`src/rtl/load_store_unit_if.sv`:
```
// Single-port data memory bus: request/write strobe, word address, lane data and read return.
// Master side is the load/store unit; slave side is the memory.
`default_nettype none

interface load_store_unit_if #(
  parameter int ADDR_W = 8
) ();
  logic              request;
  logic              we_re;
  logic [ADDR_W-1:0] address;
  logic [31:0]       data_in;
  logic [3:0]        mask;
  logic              valid;
  logic [31:0]       data_out;

  modport master (
    output request, we_re, address, data_in, mask,
    input  valid, data_out
  );

  modport slave (
    input  request, we_re, address, data_in, mask,
    output valid, data_out
  );
endinterface

`default_nettype wire

```
`src/rtl/load_store_unit.sv`:
```
// RV32I load/store initiator for the single-port data memory; stalls the core until done.
// Optional MISALIGN_TRAP_EN: misaligned H/W accesses complete with err and no memory request.
`default_nettype none

module load_store_unit #(
  parameter int ADDR_W  = 8,
  parameter int TIMEOUT = 16
) (
  input  wire logic        clk_i,
  input  wire logic        rst_ni,
  input  wire logic        start_i,
  input  wire logic        is_store_i,
  input  wire logic [2:0]  funct3_i,
  input  wire logic [31:0] eff_addr_i,
  input  wire logic [31:0] store_data_i,
  output logic             busy_o,
  output logic             done_o,
  output logic             err_o,
  output logic [31:0]      load_data_o,
  load_store_unit_if.master mem_if
);

  localparam int CNT_W = (TIMEOUT > 1) ? $clog2(TIMEOUT) : 1;

  localparam logic [1:0] SZ_B = 2'd0;
  localparam logic [1:0] SZ_H = 2'd1;
  localparam logic [1:0] SZ_W = 2'd2;

  typedef enum logic [1:0] {
    S_IDLE = 2'd0,
    S_REQ  = 2'd1,
    S_WAIT = 2'd2,
    S_DONE = 2'd3
  } state_t;

  state_t            state_q;
  logic              busy_q, done_q, err_q, request_q, we_q, signed_q;
  logic [1:0]        size_q, off_q;
  logic [ADDR_W-1:0] address_q;
  logic [31:0]       data_in_q, load_data_q;
  logic [3:0]        mask_q;
  logic [CNT_W-1:0]  cnt_q;

  logic [1:0]  size_d, off_d;
  logic [3:0]  mask_d;
  logic [31:0] data_in_d, load_ext;
  logic [7:0]  sel_byte;
  logic [15:0] sel_half;
  logic        misaligned;
  logic        addr_unused;

  assign addr_unused = ^eff_addr_i[31:ADDR_W+2];

  // Reserved funct3 codes 011/110/111 fall through to word size.
  always_comb begin
    size_d = SZ_W;
    if (funct3_i[1:0] == 2'b00) size_d = SZ_B;
    else if (funct3_i[1:0] == 2'b01) size_d = SZ_H;
  end

`ifdef MISALIGN_TRAP_EN
  assign misaligned = ((size_d == SZ_H) && eff_addr_i[0]) ||
                      ((size_d == SZ_W) && (eff_addr_i[1:0] != 2'b00));
  assign off_d      = eff_addr_i[1:0];
`else
  assign misaligned = 1'b0;
  assign off_d      = (size_d == SZ_W) ? 2'b00 :
                      (size_d == SZ_H) ? {eff_addr_i[1], 1'b0} : eff_addr_i[1:0];
`endif

  always_comb begin
    mask_d    = 4'b1111;
    data_in_d = store_data_i;
    case (size_d)
      SZ_B: begin
        mask_d    = 4'b0001 << off_d;
        data_in_d = {4{store_data_i[7:0]}};
      end
      SZ_H: begin
        mask_d    = 4'b0011 << off_d;
        data_in_d = {2{store_data_i[15:0]}};
      end
      default: ;
    endcase
  end

  always_comb begin
    sel_byte = mem_if.data_out[{off_q, 3'b000} +: 8];
    sel_half = mem_if.data_out[{off_q[1], 4'b0000} +: 16];
    case (size_q)
      SZ_B:    load_ext = {{24{signed_q & sel_byte[7]}}, sel_byte};
      SZ_H:    load_ext = {{16{signed_q & sel_half[15]}}, sel_half};
      default: load_ext = mem_if.data_out;
    endcase
  end

  always_ff @(posedge clk_i or negedge rst_ni) begin
    if (!rst_ni) begin
      state_q     <= S_IDLE;
      busy_q      <= 1'b0;
      done_q      <= 1'b0;
      err_q       <= 1'b0;
      request_q   <= 1'b0;
      we_q        <= 1'b0;
      signed_q    <= 1'b0;
      size_q      <= SZ_W;
      off_q       <= 2'b00;
      address_q   <= '0;
      data_in_q   <= '0;
      mask_q      <= '0;
      load_data_q <= '0;
      cnt_q       <= '0;
    end else begin
      done_q    <= 1'b0;
      err_q     <= 1'b0;
      request_q <= 1'b0;
      case (state_q)
        S_IDLE: if (start_i) begin
          busy_q    <= 1'b1;
          we_q      <= is_store_i;
          signed_q  <= ~funct3_i[2];
          size_q    <= size_d;
          off_q     <= off_d;
          address_q <= eff_addr_i[ADDR_W+1:2];
          data_in_q <= data_in_d;
          mask_q    <= mask_d;
          if (misaligned) begin
            state_q <= S_DONE;
            done_q  <= 1'b1;
            err_q   <= 1'b1;
          end else begin
            state_q   <= S_REQ;
            request_q <= 1'b1;
          end
        end
        S_REQ: begin
          cnt_q <= '0;
          if (we_q) begin
            state_q <= S_DONE;
            done_q  <= 1'b1;
          end else begin
            state_q <= S_WAIT;
          end
        end
        // valid is sticky in the memory, so it is only trusted while waiting here.
        S_WAIT: begin
          if (mem_if.valid) begin
            load_data_q <= load_ext;
            state_q     <= S_DONE;
            done_q      <= 1'b1;
          end else if (cnt_q == CNT_W'(TIMEOUT - 1)) begin
            load_data_q <= '0;
            state_q     <= S_DONE;
            done_q      <= 1'b1;
            err_q       <= 1'b1;
          end else begin
            cnt_q <= cnt_q + 1'b1;
          end
        end
        default: begin
          state_q <= S_IDLE;
          busy_q  <= 1'b0;
        end
      endcase
    end
  end

  assign busy_o         = busy_q;
  assign done_o         = done_q;
  assign err_o          = err_q;
  assign load_data_o    = load_data_q;
  assign mem_if.request = request_q;
  assign mem_if.we_re   = we_q;
  assign mem_if.address = address_q;
  assign mem_if.data_in = data_in_q;
  assign mem_if.mask    = mask_q;

endmodule

`default_nettype wire

```
`src/flat_wrapper.sv`:
```
// flat-port wrapper written by rule: the top's interface ports become plain ports
module load_store_unit_flat 
#(
  parameter int ADDR_W  = 8,
  parameter int TIMEOUT = 16
)
  (clk_i, rst_ni, start_i, is_store_i, funct3_i, eff_addr_i, store_data_i, busy_o, done_o, err_o, load_data_o, mem_if_request, mem_if_we_re, mem_if_address, mem_if_data_in, mem_if_mask, mem_if_valid, mem_if_data_out);
  load_store_unit_if #(.ADDR_W(ADDR_W)) mem_if_i ();
  input  wire logic clk_i;
  input  wire logic rst_ni;
  input  wire logic start_i;
  input  wire logic is_store_i;
  input  wire logic [2:0] funct3_i;
  input  wire logic [31:0] eff_addr_i;
  input  wire logic [31:0] store_data_i;
  output logic busy_o;
  output logic done_o;
  output logic err_o;
  output logic [31:0] load_data_o;
  output wire logic [$bits(mem_if_i.request)-1:0] mem_if_request;
  output wire logic [$bits(mem_if_i.we_re)-1:0] mem_if_we_re;
  output wire logic [$bits(mem_if_i.address)-1:0] mem_if_address;
  output wire logic [$bits(mem_if_i.data_in)-1:0] mem_if_data_in;
  output wire logic [$bits(mem_if_i.mask)-1:0] mem_if_mask;
  input wire logic [$bits(mem_if_i.valid)-1:0] mem_if_valid;
  input wire logic [$bits(mem_if_i.data_out)-1:0] mem_if_data_out;
  assign mem_if_request = mem_if_i.request;
  assign mem_if_we_re = mem_if_i.we_re;
  assign mem_if_address = mem_if_i.address;
  assign mem_if_data_in = mem_if_i.data_in;
  assign mem_if_mask = mem_if_i.mask;
  assign mem_if_i.valid = mem_if_valid;
  assign mem_if_i.data_out = mem_if_data_out;
  load_store_unit #(.ADDR_W(ADDR_W), .TIMEOUT(TIMEOUT)) u_core (.clk_i(clk_i), .rst_ni(rst_ni), .start_i(start_i), .is_store_i(is_store_i), .funct3_i(funct3_i), .eff_addr_i(eff_addr_i), .store_data_i(store_data_i), .busy_o(busy_o), .done_o(done_o), .err_o(err_o), .load_data_o(load_data_o), .mem_if(mem_if_i));
endmodule
```
`config.mk`:
```
export PLATFORM = sky130hd
export DESIGN_NAME = load_store_unit_flat
export DESIGN_NICKNAME = d
export VERILOG_FILES = /design/src/rtl/load_store_unit_if.sv /design/src/rtl/load_store_unit.sv /design/src/flat_wrapper.sv
export SDC_FILE = /design/constraint.sdc
export NUM_CORES = 1
export LEC_CHECK = 0
export ABC_AREA = 1
export CORE_MARGIN = 3
export CORE_UTILIZATION = 40
export CTS_BUF_LIST = sky130_fd_sc_hd__clkbuf_4 sky130_fd_sc_hd__clkbuf_8 sky130_fd_sc_hd__clkbuf_16
export DETAILED_ROUTE_END_ITERATION = 8
export PLACE_DENSITY = 0.76
export REMOVE_ABC_BUFFERS = 1
export SYNTH_ARGS = -nofsm -noshare
export SYNTH_HDL_FRONTEND = slang
export SYNTH_SLANG_ARGS = --single-unit
```
`constraint.sdc`:
```
create_clock -name clk_i -period 3.05 [get_ports clk_i]
set_input_delay 0.4575 -clock clk_i [delete_from_list [all_inputs] [get_ports clk_i]]
set_output_delay 0.4575 -clock clk_i [all_outputs]
set_load 0.05 [all_outputs]
```
==> metrics.cfg, run 1 <==
[drt]
routed-via-count = 4447
detail-route-antenna-nets = 0
drt_iter0_drc = 264
routed_via_density = 5.03
routed_wl_microns = 13100
drtPass1Iterations = 5
wire_per_inst_microns = 14.8
route.detailed.drc = 0

[run_status]
status = finished, final reports clean

[sta]
finalHoldViolations = 0
fin_tns_setup_ps = 0
holdWs_ps = 262
max_slew_margin_pct = 32.8
fin_skew_ps = 8.25
max_freq_ghz = 0.489
fin_crit_ps = 2040
setup_violations = 0
rsz0062_at_grt = false
final-max-slew-violation-count = 0
worstMarginPinSlew_ps = 1010
period_share_pct = 67.0

[final_layout]
antenna_cells = 0
drive_above_1_share_pct = 5.08
final_cells = 884
nets = 852
area_delta_synth_final_pct = 43.2
fin_util_pct = 60.4

[setup_path]
cpPeakStageDelay_ps = 850
cp.depth = 1
cp-start-kind = register
path_buf_inv = 1
reg2regPathDepth = 9
worstPathRequired_ps = 2590
critical_path_class = reg -> out
path_max_fanout = 2
crit_chain = clkdlybuf4s50_1
cpLargestDelayFamily = buffers and inverters
critPathSlowestCell = clkdlybuf4s50_1
cp-end-kind = output port
cp.arrival_ps = 1590

[yosys]
synth.most_common_cell = nand2_1
synthTopCellsByCount = nand2_1, dfrtp_1, o21ai_0
synth-seq-cells = 92
yosys_warnings = 0
synth_cell_types = 29
synth-edff-count = 0
synthFlopType = dfrtp_1
synth.top_cells.by_area = dfrtp_1, nand2_1, o21ai_0
ys_seq_area_share_pct = 51.7
synth.top_cell.area_share_pct = 51.1
async_reset_ff_share_pct = 100
synth_largest_area_cell = dfrtp_1
synthCells = 587
syn_area_per_cell_sq_um = 7.59
syn-cell-area_sq_mm = 0.00445

[floorplan]
core_sq_mm = 0.0106
die_w_microns = 112
start_util_pct = 42.2
fp.dieH_microns = 112
ios = 185
dieArea_sq_mm = 0.0124
rows = 37

[clocking]
numCtsBuffers = 9
clock_latency_ps = 360
cts_setup_buffers = 0
cts_buffer_depth = 2
ctsHtreeMaxLevel = 3
clock-root-buffer = clkbuf_8
cts_tree = done
clk_pin_slew_ps = 90
postCtsHoldBufs = 0
cts_resized = 0
cts.sinks = 92

[global_routing]
grt_max_degree = 81
antenna_found_initial = 0
grt_usage_pct = 21.8
gr-total-overflow = 0
first_global_vias = 4431
grt_pass1_wl_microns = 21900

[power]
p_leak_nw = 3.08
power_density_mw_per_mm2 = 1140
finalPower_mw = 7.28
max-vdd-ir-drop_mv = 0.654

[placed_design]
dp_hpwl_microns = 9390
dp_cells = 868
gp_routability_congestion = 0.837
io_buffer_count = 162

[flow_run]
timing.max_cap.violations = 0

[worst_hold_path]
min_path_type = in -> async

## where the power goes
group | internal (mW) | switching [mW] | total (mW)
Sequential | 1.76 | 0.409 | 2.17
Combinational | 1.39 | 2.94 | 4.32
Clock | 0.341 | 0.443 | 0.783
## cell type report
cell class / instances / area, sq um
multi-input combinational: 437 / 1910
tap: 136 / 170
timing repair buffer: 169 / 1670
clock inverter: 5 / 36.3
clock buffer: 11 / 151
inverter: 34 / 135
sequential: 92 / 2300
fill: 939 / 4180
## worst reg2reg max path, stage by stage (launching register included)
cell and delay (ps):
dfrtp_1 760, inv_2 240, nand2_1 110, nand2_1 90, nand2_2 80, nand2_2 70
nand2_4 130, nand3_4 190, nand2_1 100, nand2_1 60
## through the flow
stage	worst slack, ps	cell area, sq um
2_1_floorplan	49.5	4350
3_3_place_gp	990	6190
3_5_place_dp	920	6190
4_1_cts	966	6380
5_1_grt	893	6380
6_report	1010	6380
## cells by family after synthesis
logic type / after synthesis / synth area share, %
compound gates: 98 / 11.5
fa+ha+maj: 5 / 1.40
simple gates: 334 / 29.9
buf+inv: 58 / 5.45
flops: 92 / 51.7
## sequential cells by signal, summed over array words and instances (netlist names)
register	cells
u_core.off_q	2
u_core.mem_if.we_re	1
u_core.mem_if.mask	4
u_core.done_o	1
u_core.mem_if.data_in	32
u_core.busy_o	1
u_core.mem_if.request	1
u_core.signed_q	1
u_core.state_q	2
u_core.size_q	2
u_core.load_data_o	32
u_core.cnt_q	4
u_core.err_o	1
u_core.mem_if.address	8
## per-layer routing
layer | wire (microns) | up-vias | track usage (%) | share of wire, %
met5 | 0 | - | 0 | 0
met4 | 314 | 0 | 8.27 | 2.4
met3 | 1610 | 29 | 9.35 | 12
met2 | 5850 | 224 | 33.6 | 45
met1 | 5350 | 2029 | 27.3 | 41
li1 | - | 2165 | - | -
## worst paths after layout
check	from	to	slack, ps
setup / recovery	u_core.mem_if.data_in[29]$_DFFE_PN0P_	mem_if_data_in[29]	1010
hold / removal	rst_ni	u_core.load_data_o[11]$_DFFE_PN0P_	260
setup reg to reg	u_core.off_q[1]$_DFFE_PN0P_	u_core.load_data_o[31]$_DFFE_PN0P_	1100
hold reg to reg	u_core.load_data_o[26]$_DFFE_PN0P_	u_core.load_data_o[26]$_DFFE_PN0P_	490
max in group asynchronous	rst_ni	u_core.mem_if.address[5]$_DFFE_PN0P_	2030
min in group clk_i	u_core.load_data_o[26]$_DFFE_PN0P_	u_core.load_data_o[26]$_DFFE_PN0P_	490
## cell usage in the layout (no fill, tap or decap), drive strengths merged, types with 2 or more instances in the layout
master / instances
nand2: 257
o21ai: 59
clkdlybuf4s50: 161
o31ai: 3
inv: 33
a21oi: 31
ha: 5
buf: 8
clkinvlp: 3
nor2: 55
clkbuf: 11
clkinv: 3
o211ai: 2
nand3: 20
dfrtp: 91
No activity file was read; power rests on OpenSTA's default activity.
==> inputs of run 2 (changes only) <==
--- a/config.mk
+++ b/config.mk
@@ -7,10 +7,10 @@
 export LEC_CHECK = 0
 export ABC_AREA = 1
 export CORE_MARGIN = 3
-export CORE_UTILIZATION = 40
+export CORE_UTILIZATION = 39
 export CTS_BUF_LIST = sky130_fd_sc_hd__clkbuf_4 sky130_fd_sc_hd__clkbuf_8 sky130_fd_sc_hd__clkbuf_16
 export DETAILED_ROUTE_END_ITERATION = 8
-export PLACE_DENSITY = 0.76
+export PLACE_DENSITY = 0.77
 export REMOVE_ABC_BUFFERS = 1
 export SYNTH_ARGS = -nofsm -noshare
 export SYNTH_HDL_FRONTEND = slang
==> constraint.sdc (replaced) <==
create_clock -name clk_i -period 1.85 [get_ports clk_i]
set_input_delay 0.2775 -clock clk_i [delete_from_list [all_inputs] [get_ports clk_i]]
set_output_delay 0.2775 -clock clk_i [all_outputs]
set_load 0.05 [all_outputs]
==> run 2 against run 1 <==
Effect of this change: combinational power increased by 69%; sequential share of layout area shrank 0.82 points; cell count up 0.90%; via count is 1.4% higher; total power grew 71%; wire length rose by 4.0%; global-route usage fell by 0.50 points; count of clock-buffer cells in the layout did not move; final area up 2.3%; utilization down 1.0 points; clock power up 120%; flip-flop and latch count unchanged; highest routed layer unchanged.
==> metrics.cfg, run 2 (synthesized netlist as in run 1, its figures left out) <==
[power]
power_frac_comb_pct = 58.4  ; -1.0 points
pwr-share-seq_pct = 28.0  ; -1.8 points
p_int_mw = 6.18  ; +77%
sw_frac_of_total_pct = 50.5  ; -1.6 points
power_density_mw_per_mm2 = 1910  ; +67%
max-vdd-ir-drop_mv = 1.12  ; +71%
p_clk_share_pct = 13.6  ; +2.8 points
finalPower_mw = 12.5  ; +71%
p_sw_mw = 6.29  ; +66%
p_leak_nw = 3.26  ; +5.9%

[sta]
max_slew_margin_pct = 61.0  ; +28 points
final-max-slew-violation-count = 0  ; unchanged
period_share_pct = 98.3
rsz0062_at_grt = false
fin_skew_ps = 4.82  ; -3.44 ps
worstMarginPinSlew_ps = 585  ; -423 ps
max_freq_ghz = 0.550
finalHoldViolations = 0  ; unchanged
fin_crit_ps = 1820
fin_tns_setup_ps = 0  ; unchanged
setup_violations = 0  ; unchanged

[clocking]
clock-root-buffer = clkbuf_16
clk_pin_slew_ps = 60  ; -30 ps
clock_latency_ps = 340  ; -20 ps
cts.sinks = 92  ; unchanged
cts_buffer_depth = 2  ; unchanged
cts_tree = done
cts_setup_buffers = 0  ; unchanged
ctsHtreeMaxLevel = 3  ; unchanged
numCtsBuffers = 9  ; unchanged

[final_layout]
final_common_cell = nand2_1
drive_above_1_share_pct = 8.24  ; +3.2 points
final_cell_mix = nand2_1, clkdlybuf4s50_1, dfrtp_1
fin_util_pct = 59.4  ; -1.0 points
antenna_cells = 0  ; unchanged
area_delta_synth_final_pct = 46.5
final_cells = 892  ; +0.90%
nFillCells = 983  ; +4.7%
nets = 859  ; +0.82%

[setup_path]
cp-end-kind = output port
cp.arrival_ps = 1540  ; -50 ps
path_max_fanout = 2  ; unchanged
cpPeakStageDelay_ps = 830  ; -20 ps
cpLargestDelayFamily = buffers and inverters
worstPathRequired_ps = 1570  ; -1020 ps
critPathSlowestCell = clkdlybuf4s50_1
critical_path_class = reg -> out
cp-start-kind = register
path_buf_inv = 1  ; unchanged
crit_chain = clkdlybuf4s50_1

[run_status]
status = finished, final reports clean

[placed_design]
gp_routability_congestion = 0.862  ; +3.0%
dp_hpwl_microns = 9980  ; +6.3%
dp_cells = 878  ; +1.2%
io_buffer_count = 162  ; unchanged

[drt]
routed_via_density = 5.05  ; +0.46%
drtPass1Iterations = 5  ; unchanged
detail-route-antenna-nets = 0  ; unchanged
route.detailed.drc = 0  ; unchanged
drt_iter0_drc = 279  ; +5.7%
routed_wl_microns = 13600  ; +4.0%
routed-via-count = 4508  ; +1.4%
wire_per_inst_microns = 15.3  ; +3.1%

[global_routing]
antenna_found_initial = 0  ; unchanged
grt_max_degree = 59  ; -27%
gr-total-overflow = 0  ; unchanged
first_global_vias = 4391  ; -0.90%
grt_pass1_wl_microns = 21600  ; -1.6%
grt_usage_pct = 21.3  ; -0.50 points

[floorplan]
die_w_microns = 113  ; +1.2%
fp.dieH_microns = 113  ; +1.2%
ios = 185  ; unchanged
rows = 38  ; +2.7%
start_util_pct = 40.6  ; -1.6 points
core_sq_mm = 0.0110  ; +4.1%
dieArea_sq_mm = 0.0127  ; +2.4%

[worst_hold_path]
min_path_type = in -> async

[flow_run]
timing.max_cap.violations = 0  ; unchanged

run 2: changes by cell type in the layout (fill, tap and decap cells not counted):
cell / before / now
dlymetal6s2s_1: 0 / 5
clkinvlp_4: 3 / 1
clkinv_4: 1 / 0
buf_12: 0 / 4
clkbuf_8: 11 / 2
clkbuf_16: 0 / 9
dlygate4sd3_1: 0 / 1
clkdlybuf4s50_1: 161 / 135
buf_4: 8 / 31
run 2: routing by layer:
layer  vias up  wire, microns  track usage, %
met4         0            248            7.69
met2       215           6290            33.8
met3        16           1410            6.79
li1       2179              -               -
met5         -              0               0
met1      2098           5700            27.4
run 2: power by group through the flow:
stage          logic [mW]  clock network [mW]  registers [mW]
3_5_place_dp         7.33                   0            3.50
2_1_floorplan        1.98                   0            6.19
5_1_grt              7.80                1.83            3.59
3_3_place_gp         7.20                   0            3.47
4_1_cts              7.34                1.74            3.49
6_report             7.28                1.70            3.49
run 2: path summary, 6_finish.rpt:
check,to,cells after the start,from,slack [ps]
setup / recovery,mem_if_data_in[31],1,u_core.mem_if.data_in[31]$_DFFE_PN0P_,30
hold / removal,u_core.load_data_o[26]$_DFFE_PN0P_,2,rst_ni,310
setup reg to reg,u_core.load_data_o[27]$_DFFE_PN0P_,6,u_core.size_q[1]$_DFFE_PN1P_,210
hold reg to reg,u_core.load_data_o[10]$_DFFE_PN0P_,2,u_core.load_data_o[10]$_DFFE_PN0P_,480
max in group asynchronous,u_core.size_q[1]$_DFFE_PN1P_,3,rst_ni,950
min in group clk_i,u_core.mem_if.address[4]$_DFFE_PN0P_,3,eff_addr_i[6],470
run 2: what timing repair did:
action / CTS / global route
resized for setup: 0 / 5
hold buffers: 1 / 0
setup endpoints to repair: 0 / 5
hold endpoints to repair: 9 / 0
run 2: cell type report:
cell class	count	area [sq um]	area share, %
tap	140	175	2.68
timing repair buffer	176	1740	26.6
clock inverter	2	12.5	0.192
inverter	34	135	2.07
sequential	92	2300	35.3
clock buffer	11	253	3.87
multi-input combinational	437	1910	29.3
run 2: per-stage QoR:
step,setup slack (ps),hold WS [ps],cell area (sq um)
finish,32.0,312,6530
global route,0.731,327,6530
CTS,14.3,308,6510
detailed placement,7.40,126,6240
global placement,112,121,6240
floorplan,-1150,-18.1,4350
